### src/rtl/ct_vfalu_wb_buf.sv
// Writeback staging buffer after the vfalu ex3 result mux: in-order FIFO of FP results
// presented to the register-file write port, with sticky fflags and overflow tracking.
module ct_vfalu_wb_buf #(
    parameter int unsigned DATA_W = 64,
    parameter int unsigned PREG_W = 7,
    parameter int unsigned IID_W  = 7,
    parameter int unsigned DEPTH  = 2
) (
    input  logic              forever_cpuclk,
    input  logic              cpurst,
    input  logic              ex3_inst_vld,
    input  logic [PREG_W-1:0] ex3_dst_preg,
    input  logic [IID_W-1:0]  ex3_iid,
    input  logic [DATA_W-1:0] pipex_dp_ex3_vfalu_freg_data,
    input  logic [4:0]        pipex_dp_ex3_vfalu_ereg_data,
    input  logic              rtu_yy_xx_flush,
    input  logic              wb_grant,
    input  logic              fflags_clr,
    output logic              wb_req_vld,
    output logic [PREG_W-1:0] wb_preg,
    output logic [DATA_W-1:0] wb_data,
    output logic [IID_W-1:0]  wb_iid,
    output logic [4:0]        wb_fflags,
    output logic              buf_full,
    output logic              buf_empty,
    output logic [4:0]        fflags_acc,
    output logic              ovfl_err
);

    localparam int unsigned PTR_W = (DEPTH > 1) ? $clog2(DEPTH) : 1;
    localparam int unsigned CNT_W = PTR_W + 1;

    logic [PTR_W-1:0]  rd_ptr_q, rd_ptr_d;
    logic [PTR_W-1:0]  wr_ptr_q, wr_ptr_d;
    logic [CNT_W-1:0]  count_q, count_d;
    logic [4:0]        fflags_acc_q, fflags_acc_d;
    logic              ovfl_err_q, ovfl_err_d;

    logic [DATA_W-1:0] data_q  [DEPTH];
    logic [PREG_W-1:0] preg_q  [DEPTH];
    logic [IID_W-1:0]  iid_q   [DEPTH];
    logic [4:0]        flags_q [DEPTH];

    logic push;
    logic pop;
    logic overflow;

    assign buf_full   = (count_q == CNT_W'(DEPTH));
    assign buf_empty  = (count_q == '0);
    assign wb_req_vld = ~buf_empty;

    assign pop      = wb_req_vld & wb_grant;
    // A pop in the same cycle frees the slot, so a full buffer can still accept.
    assign push     = ex3_inst_vld & ~rtu_yy_xx_flush & (~buf_full | pop);
    assign overflow = ex3_inst_vld & ~rtu_yy_xx_flush & buf_full & ~pop;

    assign wb_preg   = preg_q[rd_ptr_q];
    assign wb_data   = data_q[rd_ptr_q];
    assign wb_iid    = iid_q[rd_ptr_q];
    assign wb_fflags = flags_q[rd_ptr_q];

    assign fflags_acc = fflags_acc_q;
    assign ovfl_err   = ovfl_err_q;

    always_comb begin
        rd_ptr_d = rd_ptr_q;
        wr_ptr_d = wr_ptr_q;
        count_d  = count_q;
        if (rtu_yy_xx_flush) begin
            rd_ptr_d = '0;
            wr_ptr_d = '0;
            count_d  = '0;
        end else begin
            if (push) begin
                wr_ptr_d = wr_ptr_q + PTR_W'(1);
            end
            if (pop) begin
                rd_ptr_d = rd_ptr_q + PTR_W'(1);
            end
            if (push && !pop) begin
                count_d = count_q + CNT_W'(1);
            end else if (pop && !push) begin
                count_d = count_q - CNT_W'(1);
            end
        end
    end

    // Clear takes effect before the retiring entry's flags are merged in.
    always_comb begin
        fflags_acc_d = fflags_clr ? 5'b0 : fflags_acc_q;
        if (pop) begin
            fflags_acc_d = fflags_acc_d | wb_fflags;
        end
        ovfl_err_d = ovfl_err_q | overflow;
    end

    always_ff @(posedge forever_cpuclk) begin
        if (cpurst) begin
            rd_ptr_q     <= '0;
            wr_ptr_q     <= '0;
            count_q      <= '0;
            fflags_acc_q <= '0;
            ovfl_err_q   <= 1'b0;
        end else begin
            rd_ptr_q     <= rd_ptr_d;
            wr_ptr_q     <= wr_ptr_d;
            count_q      <= count_d;
            fflags_acc_q <= fflags_acc_d;
            ovfl_err_q   <= ovfl_err_d;
        end
    end

    always_ff @(posedge forever_cpuclk) begin
        if (cpurst) begin
            for (int i = 0; i < int'(DEPTH); i++) begin
                data_q[i]  <= '0;
                preg_q[i]  <= '0;
                iid_q[i]   <= '0;
                flags_q[i] <= '0;
            end
        end else if (push) begin
            data_q[wr_ptr_q]  <= pipex_dp_ex3_vfalu_freg_data;
            preg_q[wr_ptr_q]  <= ex3_dst_preg;
            iid_q[wr_ptr_q]   <= ex3_iid;
            flags_q[wr_ptr_q] <= pipex_dp_ex3_vfalu_ereg_data;
        end
    end

endmodule

### config.mk
export PLATFORM = sky130hd
export DESIGN_NAME = ct_vfalu_wb_buf
export DESIGN_NICKNAME = d
export VERILOG_FILES = /design/src/rtl/ct_vfalu_wb_buf.sv
export SDC_FILE = /design/constraint.sdc
export NUM_CORES = 1
export LEC_CHECK = 0
export BUFFER_PORTS_ARGS = -buffer_cell sky130_fd_sc_hd__buf_2
export CAP_MARGIN = 20
export CELL_PAD_IN_SITES_DETAIL_PLACEMENT = 1
export CELL_PAD_IN_SITES_GLOBAL_PLACEMENT = 1
export CORE_AREA = 2 2 148 164
export DETAILED_ROUTE_END_ITERATION = 8
export DIE_AREA = 0 0 150 166
export GPL_TIMING_DRIVEN = 0
export HOLD_SLACK_MARGIN = 0.06
export PLACE_DENSITY_LB_ADDON = 0.1
export REMOVE_ABC_BUFFERS = 1
export SYNTH_ARGS = -nofsm -noshare
export SYNTH_HDL_FRONTEND = slang
export SYNTH_SLANG_ARGS = --single-unit
export TNS_END_PERCENT = 30
### constraint.sdc
create_clock -name forever_cpuclk -period 4.8 [get_ports forever_cpuclk]
set_clock_uncertainty 0.15 [all_clocks]
set_input_delay 0.96 -clock forever_cpuclk [delete_from_list [all_inputs] [get_ports forever_cpuclk]]
set_output_delay 0.96 -clock forever_cpuclk [all_outputs]
set_load 0.05 [all_outputs]
==> summary.txt, run 1 <==
Run status
  • Result of the run: finished clean

Yosys
  • Count leader, synth: edfxtp_1
  • FFs w/ async S/R, synth: 0%
  • Post-synthesis register bit count: about 180
  • Predominant post-synthesis flop cell: edfxtp_1
  • Top post-synthesis cells by count: edfxtp_1, nor2_1, nand2b_1, mux2_2, nor2_4
  • Count of synthesis-stage warnings from yosys: 0
  • Per-instance average area after synthesis: 13.55 um2
  • Leading post-synthesis cells by cell area: edfxtp_1, mux2_2, nor2_1, nand2b_1, nor2_4
  • Instance count of the mapped netlist: 590
  • Post-synth cell types: 25
  • Cell area after synthesis: between 7000 and 8000 um2
  • Cell type with the highest aggregate area in the netlist: edfxtp_1
  • Share of the yosys chip area belonging to registers: between 60% and 70%
  • Yosys top cell area share: 62.36%
  • Number of flops mapped to enable cells by yosys: ~170

STA
  • Final clock period utilization by the worst path: a little under 70%
  • Final hold viol count: 0
  • Post-route worst hold slack: roughly 0.33 ns
  • Post-layout min period: between 3 and 4 ns
  • Maximum clock frequency: 303.9 MHz
  • Max-slew violation total from the final report: 0
  • Number of endpoints failing setup at the final stage: 0
  • Setup WS post-layout: about 1.5 ns
  • Relative slew margins: around 53%
  • Setup repair after global routing missed its margin: no
  • Transition time at the pin with the least slew margin: 0.7087 ns

Floorplanning
  • Number of I/O pins: approximately 180
  • Vertical die dimension: 166 um
  • Overall die area: 24900 um2
  • Starting Density: 34.27%
  • Horizontal die dimension: roughly 150 um
  • Row count: slightly below 60
  • Standard cell core area: 23330 um2

Clock tree
  • Setup bufs post-CTS: 0
  • Clock buffers created by TritonCTS: 17
  • Clock latency reported for the late side of the worst-skew pair: approximately 0.42 ns
  • Clk pin slew, worst setup/hold paths: about 0.060 ns
  • Number of buffers inserted for hold repair after clock tree synthesis: 0
  • Number of clock sinks: 177
  • Root Buffer Master: clkbuf_16
  • TritonCTS clock tree: built
  • Post-cts resize count: 0
  • Deepest level of the CTS H-tree: 4
  • CTS max path bufs: 2

GRT
  • Initial antenna violation count: 1
  • Wire length of the first global-routing pass: 29680 um
  • GRT Util Overall: ~16%
  • Via count of the first global-routing pass: between 5000 and 6000
  • Overflow left after global routing: 0
  • Global-route layer with the greatest usage: met2
  • Global-route met2 utilization: about 28%
  • Global-route track usage on met1: 18.64%
  • Met3 GRT Util: 3.819%
  • Pin count of the biggest net entering global routing: between 80 and 90

Final layout
  • Fraction of final layout cells sized beyond drive strength 1: about 44%
  • Register area: 5209 um2
  • Nets: 852
  • Area taken by multi-input logic gates: roughly 2600 um2
  • Number of filler instances in the final layout: ~2500
  • Synth-to-layout area growth: 24.23%

Placed design
  • Place WS: 1.001 ns
  • Routability Congestion: roughly 0.7
  • Final HPWL from detailed placement: between 10000 and 15000 um
  • Number of input and output port buffers inserted: 180

Setup path
  • Kind of capture point of the worst setup path: flip-flop
  • Required time reported for the critical path endpoint: between 4 and 5 ns
  • Type of element launching the critical path: primary input
  • Data arrival, critical path: around 3.3 ns
  • Largest fanout of any net on the critical path: 45
  • Kind of critical path: primary input to flip-flop

Routing
  • Via count: 5032
  • Routed len/inst: 17.46 um
  • DRC errors left: 0
  • Number of optimization iterations in the first detailed-route pass: 4
  • Initial DRC count: roughly 200
  • Routed WL: roughly 19000 um
  • Number of vias per cell after detailed routing: about 4.7
  • Remaining number of nets flagged by the antenna check after routing: 0

Flow run
  • Reported max-cap violation count: 0

Pwr
  • Total power divided by cell area: 374.2 nW/um2
  • IR drop worst, VDD: around 0.24 mV
  • Static power due to leakage: between 3 and 4 nW

Worst hold path
  • Hold Crit Class: flip-flop to flip-flop
[sequential cells by signal, summed over array words and instances (netlist names), named ones only]
name	count
data_q	128
iid_q	14
preg_q	14
flags_q	10
fflags_acc	5
count_q	2
ovfl_err	1
rd_ptr_q	1
wr_ptr_q	1
[power breakdown]
| part | switching, mW | leakage, nW | internal (mW) |
|---|---|---|---|
| combinational | 0.372 | 1.76 | 0.156 |
| clock | 0.624 | 0.274 | 0.776 |
| sequential | 0.0223 | 1.83 | 1.77 |
| total | 1.02 | 3.87 | 2.70 |
[critical path, cell delays in order]
cell and delay, ns:
buf_2 0.11, nor3b_2 0.29, or3_4 0.49, buf_12 0.31
buf_16 0.31, nand2b_4 0.41, buf_16 0.38
[per-layer routing]
| layer | wire, um | share of wire (%) |
|---|---|---|
| met2 | 9923 | 53 |
| met3 | 923 | 4.9 |
| met1 | 7871 | 42 |
| met4 | 174 | 0.92 |
| met5 | 0 | 0 |
[final timing paths]
kind                                start                   endpoint  slack, ns  depth (start not counted)
hold / removal        ovfl_err$_SDFF_PP0_        ovfl_err$_SDFF_PP0_       0.33                          2
hold reg to reg       ovfl_err$_SDFF_PP0_        ovfl_err$_SDFF_PP0_       0.33                          2
setup reg to reg  count_q[1]$_SDFFE_PP0P_  iid_q[0][3]$_SDFFCE_PN0P_       1.70                          6
setup / recovery                 wb_grant  iid_q[0][3]$_SDFFCE_PN0P_       1.51                          7
[cell families (layout without fill, tap and decap cells)]
family | Yosys count | count (layout) | share of synthesized area [%]
AND/OR/NAND/NOR | 275 | 275 | 18.94
flip-flops | 177 | 177 | 65.11
multiplexers | 83 | 83 | 11.69
buffers and inverters | 40 | 224 | 2.990
AO/OA/AOI/OAI | 11 | 11 | 0.7826
XOR/XNOR | 3 | 3 | 0.3287
adder cells (fa/ha/maj) | 1 | 1 | 0.1565
other | 0 | 3 | 0
[per-stage QoR]
stage          cells  power [mW]  instance area (um2)  TNS (ns)  utilization [%]
3_5_place_dp    1048       2.361                 9341         0            40.05
3_3_place_gp    1037       2.352                 9045  -1253.36            38.77
6_report        1082       3.716                 9931         0            42.57
5_1_grt         1080       3.860                 9926         0            42.55
2_1_floorplan    552       2.195                 7762   -313.65                -
4_1_cts         1079       3.767                 9923         0            42.54
[final cells by class]
class / count / area share (%)
well taps: 305 / 3.843
clock buffers: 18 / 4.322
flip-flops and latches: 177 / 52.45
multi-input cells: 373 / 25.88
clock inverters: 13 / 1.537
repair buffers: 191 / 11.82
inverters: 2 / 0.07560
diodes: 3 / 0.07560
[cell usage in the layout, fill, tap and decap left out, types with 2 or more instances in the layout]
master / count
buf_2: 179
edfxtp_1: 166
nor2_1: 144
nand2b_1: 84
mux2_2: 83
nor2_4: 30
clkbuf_16: 17
dfxtp_1: 10
buf_16: 8
nor2b_1: 7
a21oi_1: 6
diode_2: 3
nor3_1: 3
clkinvlp_4: 3
clkinv_4: 3
inv_1: 2
nand2b_4: 2
xor2_1: 2
o21ai_0: 2
a21boi_0: 2
inv_6: 2
inv_8: 2
bufinv_16: 2
buf_8: 2
No activity file was read; power rests on OpenSTA's default activity.
==> inputs of run 2 (changes only) <==
Settings changed: ABC_AREA from default to 1.
Clock period 4.8 ns to 3.13 ns, I/O delays scaled along.
==> summary.txt, run 2 <==
Yosys
  • Count leader, synth: edfxtp_1
  • Count of synthesis-stage warnings from yosys: 0 (unchanged)
  • Cell area after synthesis: 8041 um2 (+0.59%)
  • Post-synth cell types: 22 (-12%)
  • FFs w/ async S/R, synth: 0% (unchanged)
  • Predominant post-synthesis flop cell: edfxtp_1
  • Top post-synthesis cells by count: edfxtp_1, nor2_1, inv_1, mux2_2, nor2_4
  • Post-synthesis register bit count: 177 (unchanged)
  • Yosys top cell area share: 61.99% (-0.37 points)
  • Share of the yosys chip area belonging to registers: 64.73% (-0.38 points)
  • Instance count of the mapped netlist: 609 (+3.2%)
  • Cell type with the highest aggregate area in the netlist: edfxtp_1
  • Number of flops mapped to enable cells by yosys: 166 (unchanged)
  • Leading post-synthesis cells by cell area: edfxtp_1, mux2_2, nor2_4, nor2_1, inv_1
  • Per-instance average area after synthesis: 13.20 um2 (-2.5%)

Pwr
  • IR drop worst, VDD: 0.3282 mV (+38%)
  • Fraction of power spent switching nets: 27.04% (-0.36 points)
  • Clock network fraction of design power: 38.5% (+0.8 points)
  • Reported net switching power: 1.553 mW (+53%)
  • Total power divided by cell area: 577.4 nW/um2 (+54%)
  • Sequential power share: 47.8% (-0.3 points)
  • Combinational group share of total power: 13.8% (-0.4 points)
  • Static power due to leakage: 4.262 nW (+10%)
  • Internal: 4.192 mW (+55%)

Placed design
  • Placed Instances: 1077 (+2.8%)
  • Routability Congestion: 0.6862 (-3.4%)
  • Number of input and output port buffers inserted: 180 (unchanged)
  • Place WS: -0.3742 ns (-1.376 ns)
  • Final HPWL from detailed placement: 12060 um (+4.3%)

Setup path
  • Data arrival, critical path: 2.09 ns (-1.20 ns)
  • Slowest stage cell, crit path: dfxtp_4
  • Largest fanout of any net on the critical path: 55 (+22%)
  • Slowest stage delay, CP: 0.67 ns (+0.18 ns)
  • Type of element launching the critical path: flip-flop
  • Kind of critical path: flip-flop to output port
  • Number of cells on the worst reg-to-reg path: 5 (-1)
  • Required time reported for the critical path endpoint: 2.35 ns (-2.45 ns)
  • Crit path cell chain: buf_16 > mux2_2 > buf_2
  • Kind of capture point of the worst setup path: output port

Routing
  • Number of vias per cell after detailed routing: 4.417 (-5.0%)
  • Routed len/inst: 16.02 um (-8.2%)
  • Via count: 4903 (-2.6%)
  • Number of optimization iterations in the first detailed-route pass: 4 (unchanged)
  • Remaining number of nets flagged by the antenna check after routing: 0 (unchanged)
  • DRC errors left: 0 (unchanged)
  • Initial DRC count: 160 (-19%)
  • Routed WL: 17790 um (-5.9%)

STA
  • Max-slew violation total from the final report: 0 (unchanged)
  • Post-route worst hold slack: 0.2620 ns (-0.06519 ns)
  • Final hold viol count: 0 (unchanged)
  • Final clock period utilization by the worst path: 91.41%
  • Transition time at the pin with the least slew margin: 0.8610 ns (+0.1523 ns)
  • Number of endpoints failing setup at the final stage: 0 (unchanged)
  • Setup WS post-layout: 0.2690 ns (-1.240 ns)
  • Relative slew margins: 42.49% (-10 points)
  • Maximum clock frequency: 349.5 MHz
  • Setup repair after global routing missed its margin: no
  • Post-layout min period: ~2.9 ns

GRT
  • Via count of the first global-routing pass: 5374 (-2.1%)
  • Overflow left after global routing: 0 (unchanged)
  • Pin count of the biggest net entering global routing: 56 (-32%)
  • GRT Util Overall: 14.93% (-0.75 points)
  • Initial antenna violation count: 0 (-1)
  • Wire length of the first global-routing pass: 28440 um (-4.2%)

Clock tree
  • Number of clock sinks: 177 (unchanged)
  • TritonCTS clock tree: built
  • Root Buffer Master: clkbuf_16
  • Clock latency reported for the late side of the worst-skew pair: 0.42 ns (about the same)
  • Deepest level of the CTS H-tree: 4 (unchanged)
  • CTS max path bufs: 2 (unchanged)
  • Clock buffers created by TritonCTS: 17 (unchanged)
  • Setup bufs post-CTS: 0 (unchanged)
  • Number of buffers inserted for hold repair after clock tree synthesis: 0 (unchanged)
  • Clk pin slew, worst setup/hold paths: 0.06 ns (about the same)

Floorplanning
  • Horizontal die dimension: 150 um (unchanged)
  • Overall die area: 24900 um2 (unchanged)
  • Starting Density: 34.47% (+0.20 points)
  • Number of I/O pins: 181 (unchanged)
  • Standard cell core area: 23330 um2 (unchanged)
  • Row count: 59 (unchanged)
  • Vertical die dimension: 166 um (unchanged)

Final layout
  • Top reg by flops: data_q
  • Register area: 5209 um2 (unchanged)
  • Largest registers: data_q (128), iid_q (14), preg_q (14)
  • Non-filler instance count after layout: 1110 (+2.6%)
  • Nets: 881 (+3.4%)
  • Fraction of final layout cells sized beyond drive strength 1: 46.77% (+3.0 points)
  • Most common cell after layout, fill and taps aside: buf_2
  • Area taken by multi-input logic gates: 2227 um2 (-13%)
  • Leading cell types in the layout, fill and taps excluded: buf_2, edfxtp_1, nor2_1
  • Synth-to-layout area growth: 23.74%
  • Number of filler instances in the final layout: 2545 (+0.79%)
  • Number of flip-flops in the largest register: 128 (unchanged)
  • Post-layout util: 42.66% (+0.086 points)

Worst hold path
  • Cells on Worst Hold Path: 2 (unchanged)
  • Hold Crit Class: primary input to flip-flop

Flow run
  • Reported max-cap violation count: 0 (unchanged)

Run status
  • Result of the run: finished clean
## run 2: cell count changes after synthesis, sizes merged, moves of 3 or more
cell / delta
o21ai: +3
nand3: +4
nand2b: -86
inv: +100
mux2: -5
nand4: +3
nand2: +25
nor2b: -7
clkbuf: -16
buf: +7
## run 2: path summary, 6_finish.rpt
check | startpoint | slack (ns) | to
max reg2reg | count_q[0]$_SDFFE_PP0P_ | 0.34 | data_q[0][23]$_SDFFCE_PN0P_
max | flip-flop | 0.27 | wb_preg[1]
min | rtu_yy_xx_flush | 0.26 | count_q[0]$_SDFFE_PP0P_
min reg2reg | ovfl_err$_SDFF_PP0_ | 0.30 | ovfl_err$_SDFF_PP0_
## run 2: power by group through the flow
stage | Sequential, mW | Clock (mW) | Combinational [mW]
2_1_floorplan | 2.80 | 0 | 0.579
3_3_place_gp | 2.82 | 0 | 0.794
3_5_place_dp | 2.80 | 0 | 0.803
4_1_cts | 2.75 | 2.27 | 0.805
5_1_grt | 2.76 | 2.38 | 0.845
6_report | 2.74 | 2.21 | 0.790
## run 2: per-layer routing
layer | vias up | GRT usage [%] | share of wire [%]
li1 | 2362 | - | -
met4 | 0 | 4.471 | 1.5
met1 | 2418 | 17.33 | 40
met3 | 14 | 3.874 | 5.2
met2 | 109 | 26.78 | 54
met5 | - | 0 | 0
## run 2: layout make-up
| type | count | area share [%] |
|---|---|---|
| flip-flops and latches | 177 | 52.35 |
| multi-input cells | 301 | 22.38 |
| repair buffers | 192 | 11.47 |
| well taps | 305 | 3.835 |
| clock buffers | 17 | 4.275 |
| inverters | 102 | 3.848 |
| diodes | 1 | 0.02515 |
| clock inverters | 15 | 1.823 |
## run 2: kinds of logic after synthesis
kind of cell / Yosys count / share of synthesized area (%)
mux: 78 / 10.92
fa+ha+maj: 1 / 0.1556
xor+xnor: 1 / 0.1089
buf+inv: 131 / 7.982
flops: 177 / 64.73
simple gates: 209 / 15.36
compound gates: 12 / 0.7468
## run 2: stage by stage
stage	TNS (ns)	total power [mW]	cell area [um2]
floorplan	-564.21	3.382	7782
global placement	-1424.90	3.611	9065
detailed placement	-18.58	3.603	9333
CTS	0	5.827	9940
global route	0	5.985	9948
finish	0	5.745	9951
## run 2: repair_timing
| action | 4_1_cts | 5_1_grt |
|---|---|---|
| setup endpoints to repair | 0 | 45 |
| endpoints found under the hold margin | 0 | 0 |
| gates resized for setup | 0 | 1 |
## run 2: critical path, delay by kind of cell (launching register included)
family / cells / cell delay (ns)
flops: 1 / 0.67
buf+inv: 2 / 0.55
mux: 1 / 0.39
